===== src/rtl/contrast_lut_ctrl_pkg.sv =====
// Shared definitions for the contrast LUT stage.
//   DATA_WIDTH_DEF : default pixel / LUT address / LUT data width
//   LUT_DEPTH      : entries per LUT bank (2**DATA_WIDTH_DEF)
//   lut_state_e    : bank-swap controller states
//   lut_t          : full contents of one LUT bank
//   identity_lut() : power-up contents of a bank (entry i = i)
package contrast_lut_ctrl_pkg;

  localparam int unsigned DATA_WIDTH_DEF = 8;
  localparam int unsigned LUT_DEPTH      = 2 ** DATA_WIDTH_DEF;

  typedef enum logic [0:0] {
    IDLE,
    PENDING
  } lut_state_e;

  typedef logic [LUT_DEPTH-1:0][DATA_WIDTH_DEF-1:0] lut_t;

  function automatic lut_t identity_lut();
    lut_t lut;
    for (int unsigned i = 0; i < LUT_DEPTH; i++) begin
      lut[i] = DATA_WIDTH_DEF'(i);
    end
    return lut;
  endfunction

endpackage


===== src/rtl/contrast_lut_ctrl_if.sv =====
// AXI-Stream video beat bundle (no tkeep/tstrb).
//   tvalid/tready : handshake
//   tdata         : pixel
//   tuser         : start of frame
//   tlast         : end of line
// master drives the beat and samples tready; slave is the mirror.
interface contrast_lut_ctrl_if #(
  parameter int unsigned DATA_WIDTH = 8
);

  logic                  tvalid;
  logic                  tready;
  logic [DATA_WIDTH-1:0] tdata;
  logic                  tuser;
  logic                  tlast;

  modport master (output tvalid, output tdata, output tuser, output tlast, input tready);
  modport slave  (input tvalid, input tdata, input tuser, input tlast, output tready);

endinterface


===== src/rtl/contrast_lut_ctrl_lut_bank_ram.sv =====
// One LUT bank: single write port (host) and single synchronous read port (pixel path).
//   clk, rst_n            : clock, async active-low reset (read register only)
//   i_wr_en/addr/data     : host write port
//   i_rd_en, i_rd_addr    : read request; data appears in o_rd_data next cycle
//   o_rd_data             : registered read data, held while i_rd_en is low
// The array powers up as identity and is never touched by reset.
module contrast_lut_ctrl_lut_bank_ram
  import contrast_lut_ctrl_pkg::*;
#(
  parameter int unsigned DATA_WIDTH = DATA_WIDTH_DEF
) (
  input  logic                  clk,
  input  logic                  rst_n,
  input  logic                  i_wr_en,
  input  logic [DATA_WIDTH-1:0] i_wr_addr,
  input  logic [DATA_WIDTH-1:0] i_wr_data,
  input  logic                  i_rd_en,
  input  logic [DATA_WIDTH-1:0] i_rd_addr,
  output logic [DATA_WIDTH-1:0] o_rd_data
);

  lut_t                  r_mem = identity_lut();
  logic [DATA_WIDTH-1:0] r_rd_data;

  always_ff @(posedge clk) begin
    if (i_wr_en) begin
      r_mem[i_wr_addr] <= i_wr_data;
    end
  end

  // Read register doubles as the output pixel register, so it carries the reset.
  always_ff @(posedge clk or negedge rst_n) begin
    if (!rst_n) begin
      r_rd_data <= '0;
    end else if (i_rd_en) begin
      r_rd_data <= r_mem[i_rd_addr];
    end
  end

  assign o_rd_data = r_rd_data;

endmodule


===== src/rtl/contrast_lut_ctrl.sv =====
// Runtime-reprogrammable contrast LUT on an 8-bit AXI-Stream video path.
//   clk, rst_n        : clock, async active-low reset
//   s_axis            : input pixels (tuser = SOF, tlast = EOL)
//   m_axis            : mapped pixels, 1-cycle latency, tuser/tlast forwarded
//   i_cfg_wr_en/addr/data : host write into the shadow bank
//   o_cfg_wr_ready    : shadow writes accepted (IDLE only)
//   i_cfg_commit      : request a bank swap at the next SOF handshake
//   o_cfg_pending     : commit accepted, swap not yet taken
//   o_cfg_active_bank : bank currently mapping pixels
//   o_cfg_swap_done   : one-cycle pulse in the cycle after a swap
module contrast_lut_ctrl
  import contrast_lut_ctrl_pkg::*;
#(
  parameter int unsigned DATA_WIDTH = DATA_WIDTH_DEF
) (
  input  logic                   clk,
  input  logic                   rst_n,
  contrast_lut_ctrl_if.slave     s_axis,
  contrast_lut_ctrl_if.master    m_axis,
  input  logic                   i_cfg_wr_en,
  input  logic [DATA_WIDTH-1:0]  i_cfg_wr_addr,
  input  logic [DATA_WIDTH-1:0]  i_cfg_wr_data,
  output logic                   o_cfg_wr_ready,
  input  logic                   i_cfg_commit,
  output logic                   o_cfg_pending,
  output logic                   o_cfg_active_bank,
  output logic                   o_cfg_swap_done
);

  lut_state_e            r_state;
  logic                  r_active;
  logic                  r_pending;
  logic                  r_wr_ready;
  logic                  r_swap_done;
  logic                  r_tvalid;
  logic                  r_tuser;
  logic                  r_tlast;
  logic                  r_rd_sel;

  logic                  w_s_ready;
  logic                  w_s_hs;
  logic                  w_swap;
  logic                  w_rd_sel;
  logic                  w_wr_en;
  logic                  w_wr_en0;
  logic                  w_wr_en1;
  logic [DATA_WIDTH-1:0] w_rd_data0;
  logic [DATA_WIDTH-1:0] w_rd_data1;

  assign w_s_ready = !r_tvalid || m_axis.tready;
  assign w_s_hs    = s_axis.tvalid && w_s_ready;
  assign w_swap    = (r_state == PENDING) && w_s_hs && s_axis.tuser;
  // The SOF beat that triggers the swap is already mapped by the new table.
  assign w_rd_sel  = w_swap ? ~r_active : r_active;

  // Host writes always target the shadow bank and are dropped while a swap is pending.
  assign w_wr_en  = i_cfg_wr_en && (r_state == IDLE);
  assign w_wr_en0 = w_wr_en && r_active;
  assign w_wr_en1 = w_wr_en && !r_active;

  contrast_lut_ctrl_lut_bank_ram #(
    .DATA_WIDTH (DATA_WIDTH)
  ) u_bank0 (
    .clk       (clk),
    .rst_n     (rst_n),
    .i_wr_en   (w_wr_en0),
    .i_wr_addr (i_cfg_wr_addr),
    .i_wr_data (i_cfg_wr_data),
    .i_rd_en   (w_s_hs),
    .i_rd_addr (s_axis.tdata),
    .o_rd_data (w_rd_data0)
  );

  contrast_lut_ctrl_lut_bank_ram #(
    .DATA_WIDTH (DATA_WIDTH)
  ) u_bank1 (
    .clk       (clk),
    .rst_n     (rst_n),
    .i_wr_en   (w_wr_en1),
    .i_wr_addr (i_cfg_wr_addr),
    .i_wr_data (i_cfg_wr_data),
    .i_rd_en   (w_s_hs),
    .i_rd_addr (s_axis.tdata),
    .o_rd_data (w_rd_data1)
  );

  // Output beat control; data lives in the bank read registers.
  always_ff @(posedge clk or negedge rst_n) begin
    if (!rst_n) begin
      r_tvalid <= 1'b0;
      r_tuser  <= 1'b0;
      r_tlast  <= 1'b0;
      r_rd_sel <= 1'b0;
    end else if (w_s_hs) begin
      r_tvalid <= 1'b1;
      r_tuser  <= s_axis.tuser;
      r_tlast  <= s_axis.tlast;
      r_rd_sel <= w_rd_sel;
    end else if (m_axis.tready) begin
      r_tvalid <= 1'b0;
    end
  end

  always_ff @(posedge clk or negedge rst_n) begin
    if (!rst_n) begin
      r_state     <= IDLE;
      r_active    <= 1'b0;
      r_pending   <= 1'b0;
      r_wr_ready  <= 1'b1;
      r_swap_done <= 1'b0;
    end else begin
      r_swap_done <= 1'b0;
      case (r_state)
        IDLE: begin
          if (i_cfg_commit) begin
            r_state    <= PENDING;
            r_pending  <= 1'b1;
            r_wr_ready <= 1'b0;
          end
        end
        PENDING: begin
          // Further commits are ignored here; only an SOF handshake moves on.
          if (w_swap) begin
            r_state     <= IDLE;
            r_pending   <= 1'b0;
            r_wr_ready  <= 1'b1;
            r_active    <= ~r_active;
            r_swap_done <= 1'b1;
          end
        end
        default: r_state <= IDLE;
      endcase
    end
  end

  assign s_axis.tready     = w_s_ready;
  assign m_axis.tvalid     = r_tvalid;
  assign m_axis.tdata      = r_rd_sel ? w_rd_data1 : w_rd_data0;
  assign m_axis.tuser      = r_tuser;
  assign m_axis.tlast      = r_tlast;
  assign o_cfg_wr_ready    = r_wr_ready;
  assign o_cfg_pending     = r_pending;
  assign o_cfg_active_bank = r_active;
  assign o_cfg_swap_done   = r_swap_done;

endmodule


===== src/flat_wrapper.sv =====
// flat-port wrapper written by rule: the top's interface ports become plain ports
module contrast_lut_ctrl_flat import contrast_lut_ctrl_pkg::*;
#(
  parameter int unsigned DATA_WIDTH = DATA_WIDTH_DEF
)
  (clk, rst_n, i_cfg_wr_en, i_cfg_wr_addr, i_cfg_wr_data, o_cfg_wr_ready, i_cfg_commit, o_cfg_pending, o_cfg_active_bank, o_cfg_swap_done, s_axis_tvalid, s_axis_tdata, s_axis_tuser, s_axis_tlast, s_axis_tready, m_axis_tvalid, m_axis_tdata, m_axis_tuser, m_axis_tlast, m_axis_tready);
  contrast_lut_ctrl_if #(.DATA_WIDTH(DATA_WIDTH)) s_axis_i ();
  contrast_lut_ctrl_if #(.DATA_WIDTH(DATA_WIDTH)) m_axis_i ();
  input  logic clk;
  input  logic rst_n;
  input  logic i_cfg_wr_en;
  input  logic [DATA_WIDTH-1:0] i_cfg_wr_addr;
  input  logic [DATA_WIDTH-1:0] i_cfg_wr_data;
  output logic o_cfg_wr_ready;
  input  logic i_cfg_commit;
  output logic o_cfg_pending;
  output logic o_cfg_active_bank;
  output logic o_cfg_swap_done;
  input wire logic [$bits(s_axis_i.tvalid)-1:0] s_axis_tvalid;
  input wire logic [$bits(s_axis_i.tdata)-1:0] s_axis_tdata;
  input wire logic [$bits(s_axis_i.tuser)-1:0] s_axis_tuser;
  input wire logic [$bits(s_axis_i.tlast)-1:0] s_axis_tlast;
  output wire logic [$bits(s_axis_i.tready)-1:0] s_axis_tready;
  output wire logic [$bits(m_axis_i.tvalid)-1:0] m_axis_tvalid;
  output wire logic [$bits(m_axis_i.tdata)-1:0] m_axis_tdata;
  output wire logic [$bits(m_axis_i.tuser)-1:0] m_axis_tuser;
  output wire logic [$bits(m_axis_i.tlast)-1:0] m_axis_tlast;
  input wire logic [$bits(m_axis_i.tready)-1:0] m_axis_tready;
  assign s_axis_i.tvalid = s_axis_tvalid;
  assign s_axis_i.tdata = s_axis_tdata;
  assign s_axis_i.tuser = s_axis_tuser;
  assign s_axis_i.tlast = s_axis_tlast;
  assign s_axis_tready = s_axis_i.tready;
  assign m_axis_tvalid = m_axis_i.tvalid;
  assign m_axis_tdata = m_axis_i.tdata;
  assign m_axis_tuser = m_axis_i.tuser;
  assign m_axis_tlast = m_axis_i.tlast;
  assign m_axis_i.tready = m_axis_tready;
  contrast_lut_ctrl #(.DATA_WIDTH(DATA_WIDTH)) u_core (.clk(clk), .rst_n(rst_n), .s_axis(s_axis_i), .m_axis(m_axis_i), .i_cfg_wr_en(i_cfg_wr_en), .i_cfg_wr_addr(i_cfg_wr_addr), .i_cfg_wr_data(i_cfg_wr_data), .o_cfg_wr_ready(o_cfg_wr_ready), .i_cfg_commit(i_cfg_commit), .o_cfg_pending(o_cfg_pending), .o_cfg_active_bank(o_cfg_active_bank), .o_cfg_swap_done(o_cfg_swap_done));
endmodule

===== config.mk =====
export PLATFORM = sky130hd
export DESIGN_NAME = contrast_lut_ctrl_flat
export DESIGN_NICKNAME = d
export VERILOG_FILES = /design/src/rtl/contrast_lut_ctrl_pkg.sv /design/src/rtl/contrast_lut_ctrl_if.sv /design/src/rtl/contrast_lut_ctrl_lut_bank_ram.sv /design/src/rtl/contrast_lut_ctrl.sv /design/src/flat_wrapper.sv
export SDC_FILE = /design/constraint.sdc
export NUM_CORES = 2
export LEC_CHECK = 0
export BUFFER_PORTS_ARGS = -buffer_cell sky130_fd_sc_hd__buf_4
export CORE_AREA = 2 2 535 537
export CTS_CLUSTER_DIAMETER = 120
export DETAILED_ROUTE_END_ITERATION = 6
export DIE_AREA = 0 0 537 539
export PLACE_DENSITY = 0.75
export SYNTH_ARGS = -nofsm -noshare
export SYNTH_HDL_FRONTEND = slang
export SYNTH_SLANG_ARGS = --single-unit

===== constraint.sdc =====
create_clock -name clk -period 2.2 [get_ports clk]
set_input_delay 0.22 -clock clk [delete_from_list [all_inputs] [get_ports clk]]
set_output_delay 0.22 -clock clk [all_outputs]
set_load 0.02 [all_outputs]

# == After elaboration in Yosys (flattened, before gate mapping) ==
# Cells that the tools add are included.
# word_totals
register_bits,4121
in_bits,32
output_inout_bits,16
wordCells,565
# classes
order_cmp,3
eq_ne,2
n_mux,23
bitwise,2
reduce_logical,12
# op_table
cell,count
$bwmux W2048,2
$bmux W8 S8,2
$demux W8 S8,1
$mux W8,4
$lt A8 B9 Y1 const B,2
$mux W1,11
$ge A8 B1 Y1 const B,1
$logic_and A1 B1 Y1,7
$pmux W1 S2,3
$ne A2 B2 Y1 const B,2
$logic_not A1 Y1,2
$not A1 Y1,2
$reduce_and A2 Y1,1
$reduce_bool A2 Y1,1
$logic_or A1 B1 Y1,1

# == Depth between registers and ports, before layout ==
# logic_depth
ltp_word,7
depth_mapped,13
mapped_depth_nobuf,7

# == By module ==
# From an unflattened synthesis, not the netlist that was laid out.
# hier_totals
hier_cells,8001
hier_area_um2,161005.7
# by_module_without_submodules
mod,instances,cells_each,area_per_inst_um2
contrast_lut_ctrl_lut_bank_ram (u_core.u_bank0),1,4005,80263.2
contrast_lut_ctrl_lut_bank_ram (u_core.u_bank1),1,3954,80242.0
contrast_lut_ctrl,1,42,500.5

# == Least setup slack after synthesis ==
# Ideal clock, no wire load.
# synth_path
path_kind,register to register
start,"reg u_core.r_active, in the netlist u_core.o_cfg_active_bank"
end,"reg u_core.u_bank1.r_mem[1088] (netlist name), enable pin"
setup_ns,0.370
arrival_ns,2.171
required_time_ns,1.830
setup_slack_ns,-0.342
stages_incl_launch_ff,6
cell_sequence,dfrtp_1 nor3b_1 clkbuf_1 nand3_1 clkbuf_1 nor2_1
# synth_via
elab_chain_len,2
# synth_lines
item,line_no,source
"start, declared",contrast_lut_ctrl.sv:31,logic r_active;
"start signal, assigned",contrast_lut_ctrl.sv:127,r_active <= ~r_active;
$logic_not A1 Y1,contrast_lut_ctrl.sv:59,assign w_wr_en1 = w_wr_en && !r_active;
$logic_and A1 B1 Y1,contrast_lut_ctrl.sv:59,
"end signal, assigned by index",contrast_lut_ctrl_lut_bank_ram.sv:27,r_mem[i_wr_addr] <= i_wr_data;
"end, declared",contrast_lut_ctrl_lut_bank_ram.sv:22,lut_t r_mem = identity_lut();
# No other way between the ends.
# A chain may end at the register's enable or synchronous reset.

# == Worst setup path after layout ==
# layout_path
start,reg u_core.u_bank0.r_mem[1878] (netlist name)
end,"reg u_core.u_bank0.r_rd_data[6], in the netlist u_core.u_bank0.o_rd_data[6]"
# layout_via
elab_chain_len,2
# layout_lines
item,line_no,source
"start, declared",contrast_lut_ctrl_lut_bank_ram.sv:22,
"start signal, assigned by index",contrast_lut_ctrl_lut_bank_ram.sv:27,
$bmux W8 S8,contrast_lut_ctrl_lut_bank_ram.sv:36,r_rd_data <= r_mem[i_rd_addr];
$mux W8 (not written as such),contrast_lut_ctrl_lut_bank_ram.sv:36,
"end signal, assigned",contrast_lut_ctrl_lut_bank_ram.sv:36,
"end, declared",contrast_lut_ctrl_lut_bank_ram.sv:23,logic [DATA_WIDTH-1:0] r_rd_data;
# No other way between the ends. The select of a mux whose other input is x is not followed.

==> metrics.cfg <==
[outcome]
outcome = finished with violations
violations = design-rule violations, negative setup slack

[cts]
cts_tree = built
clockBufferDepth = 4
clock-sinks = 4121
numCtsBuffers = 399
htreeDepth = 5
clock_latency_ns = 0.99
clkTransAtPathRegs_ns = 0.06
root_buffer = clkbuf_16

[sta]
drv_slew = 0
fin_skew_ns = 0.0993
worst_slew_pin_slew_ns = 1.23
rsz0062_at_grt = yes
setup_violations = 965
min_period_over_period = 1.17
slew_headroom = 0.179
fmax_mhz = 390
setup_slack_ns = -0.367
layout_min_cycle_time_ns = 2.57
hold_violations = 0

[detailed_routing]
drtIter0Drc = 15100
vias_per_cell = 6.84
routedWlPerCell_um = 35.8
drc_errors = 1
first_pass_iters = 7
num_vias = 92200
wirelength_um = 483000
ant_nets = 0

[place]
dp.cells = 12700
gp_congestion = 0.948
io_buffers = 47
hpwl_um = 309000

[global_routing]
grt_first_pass_wirelength_um = 674000
grt_max_degree = 146
grt_overflow = 0
grt_antenna_before_repair = 24
grt_pass1_vias = 91500
grtUsageTotal = 0.329

[worst_setup_path]
required_ns = 3.03
path_max_fanout = 1
crit_type = register to register
crit_path_end_kind = register
start_kind = register
r2r_slack_ns = -0.37
worstPathArrival_ns = 3.39
reg2reg_depth = 7
r2r_start = u_core.u_bank0.r_mem[1878]
r2r-end = u_core.u_bank0.o_rd_data[6]

[cells_and_area]
multi_input_area_sq_um = 36200
area_delta_synth_final_pct = 20.8
drive_above_1_share = 0.357
mostFrequentLayoutCells = 4096 x edfxtp_1, 1330 x buf_4, 756 x mux4_2
final.fill_count = 16400
nets = 9394
final_common_cell = edfxtp_1
fin_cells = 13500
seq_area_sq_um = 124000

[power]
p_leak_uw = 0.0645
finalPower_uw = 168000
powerDensity_nw_per_um2 = 861
ir_worst_vdd_mv = 0.733

[floorplanning]
chipHeight_um = 539
initial_utilization = 0.567
coreArea_sq_um = 284000
io_pins = 48
row_count = 196
die_w_um = 537
dieArea_sq_um = 289000

[synthesis]
ys_types = 79
synth_edf_count = 4096
synth_nets = 7782
synthesis.instances = 7750
yosys_warnings = 0
synth_seq_cells = 4121
synthesis.area_sq_um = 161000
async_flop_share = 0.00607
synth-main-ff-cell = edfxtp_1
seq_area_frac_synth = 0.768
avgSynthCellArea_sq_um = 20.8

[min_path]
whs_endpoint = u_core.u_bank0.r_mem[1474]
hold_depth = 5
hp-start = i_cfg_wr_addr[0]
hp-class = input port to register

[run]
max_cap_viol_count = 0

cell type report:
cell class,instances,area share
Clock buffer,483,0.0533
Timing Repair Buffer,1698,0.0848
Tap cell,3762,0.0242
Clock inverter,253,0.0157
Antenna cell,11,0.000141
Multi-Input combinational cell,3134,0.186
Sequential cell,4121,0.635
Inverter,8,0.000219
state kept, by name, summed over array words and instances (netlist names):
signal / flops
u_core.m_axis.tuser: 1
u_core.o_cfg_swap_done: 1
u_core.m_axis.tvalid: 1
u_core.u_bank1.o_rd_data: 8
u_core.o_cfg_active_bank: 1
u_core.o_cfg_wr_ready: 1
u_core.r_state: 1
u_core.u_bank1.r_mem: 2048
u_core.m_axis.tlast: 1
u_core.o_cfg_pending: 1
u_core.u_bank0.r_mem: 2048
u_core.u_bank0.o_rd_data: 8
u_core.r_rd_sel: 1
stage by stage:
stage,TNS [ns],hold slack [ns],instance area (sq um),util,worst slack (ns)
after floorplan,-135.93,-0.0756,162000,-,-0.136
after global placement,-49.75,0.205,179000,0.631,-2.22
after detailed placement,-55.57,0.204,179000,0.631,-1.50
after CTS,-2.68,0.0000273,194000,0.682,-0.367
after global routing,-36.20,0.0306,195000,0.685,-0.372
final,-34.32,0.0516,195000,0.685,-0.367
how the worst max path moves through the flow:
stage,from,to,slack (ns),depth (start not counted)
6_report,u_core.u_bank0.r_mem[1878],u_core.u_bank0.o_rd_data[6],-0.37,7
5_1_grt,u_core.u_bank0.r_mem[1878],u_core.u_bank0.o_rd_data[6],-0.37,7
4_1_cts,u_core.u_bank0.r_mem[1878],u_core.u_bank0.o_rd_data[6],-0.37,7
3_5_place_dp,s_axis_tdata[0],u_core.u_bank0.o_rd_data[7],-1.50,11
3_3_place_gp,s_axis_tdata[1],u_core.u_bank0.o_rd_data[1],-2.22,11
2_1_floorplan,u_core.o_cfg_active_bank,u_core.u_bank0.r_mem[1024],-0.14,6
Yosys cell counts (all sizes together) (9+ instances only):
| library cell | instances | area (sq um) |
|---|---|---|
| edfxtp | 4096 | 123000 |
| mux4 | 832 | 19100 |
| nor2 | 586 | 2200 |
| mux2i | 490 | 4900 |
| buf | 310 | 2740 |
| nand2 | 209 | 785 |
| clkbuf | 177 | 664 |
| o22ai | 163 | 1030 |
| a21oi | 105 | 526 |
| o221ai | 93 | 827 |
| a22oi | 90 | 676 |
| nand3 | 77 | 385 |
| o21ai | 66 | 334 |
| a211oi | 56 | 420 |
| nor3 | 54 | 270 |
| a2111oi | 33 | 322 |
| nand4 | 29 | 181 |
| dfrtp | 24 | 601 |
| a31oi | 22 | 138 |
| mux2 | 22 | 248 |
| nor4 | 18 | 113 |
| a221oi | 17 | 155 |
| nor2b | 13 | 81.3 |
| o211ai | 13 | 118 |
| a22o | 11 | 96.3 |
| a32oi | 11 | 96.3 |
| and3 | 11 | 68.8 |
| and2 | 9 | 56.3 |
| nand2b | 9 | 56.3 |
critical path, stage by stage (launching register included):
cell and delay, ns:
edfxtp_1 0.37, mux4_2 0.50, mux4_2 0.61, nor2_4 0.19, a31oi_4 0.06, o211ai_2 0.11
a2bb2oi_4 0.36, o41ai_4 0.20
routing by layer:
metal,global-route usage,routed length (um)
met5,0,133
met4,0.191,33400
met3,0.0809,63600
met2,0.502,224000
met1,0.437,161000
kinds of logic after synthesis:
family                 synth area share
flip-flops                        0.768
multiplexers                      0.150
AND/OR/NAND/NOR                  0.0275
AO/OA/AOI/OAI                    0.0329
buffers and inverters            0.0213
XOR/XNOR                      0.0000544
timing repair:
item | in CTS | in global routing
buffers inserted | 8 | 16
setup endpoints to repair | 220 | 363
gates cloned | 0 | 4
pin swaps | 49 | 34
resized for setup | 198 | 177
hold buffers | 29 | 0
hold endpoints to repair | 1591 | 0
report_power, final:
group	total, uW	switching, uW	internal, uW
clock	70000	30200	39800
sequential	86600	188	86400
combinational	10900	6730	4200
total	168000	37200	130000
Power figures use the tool's default switching activity.
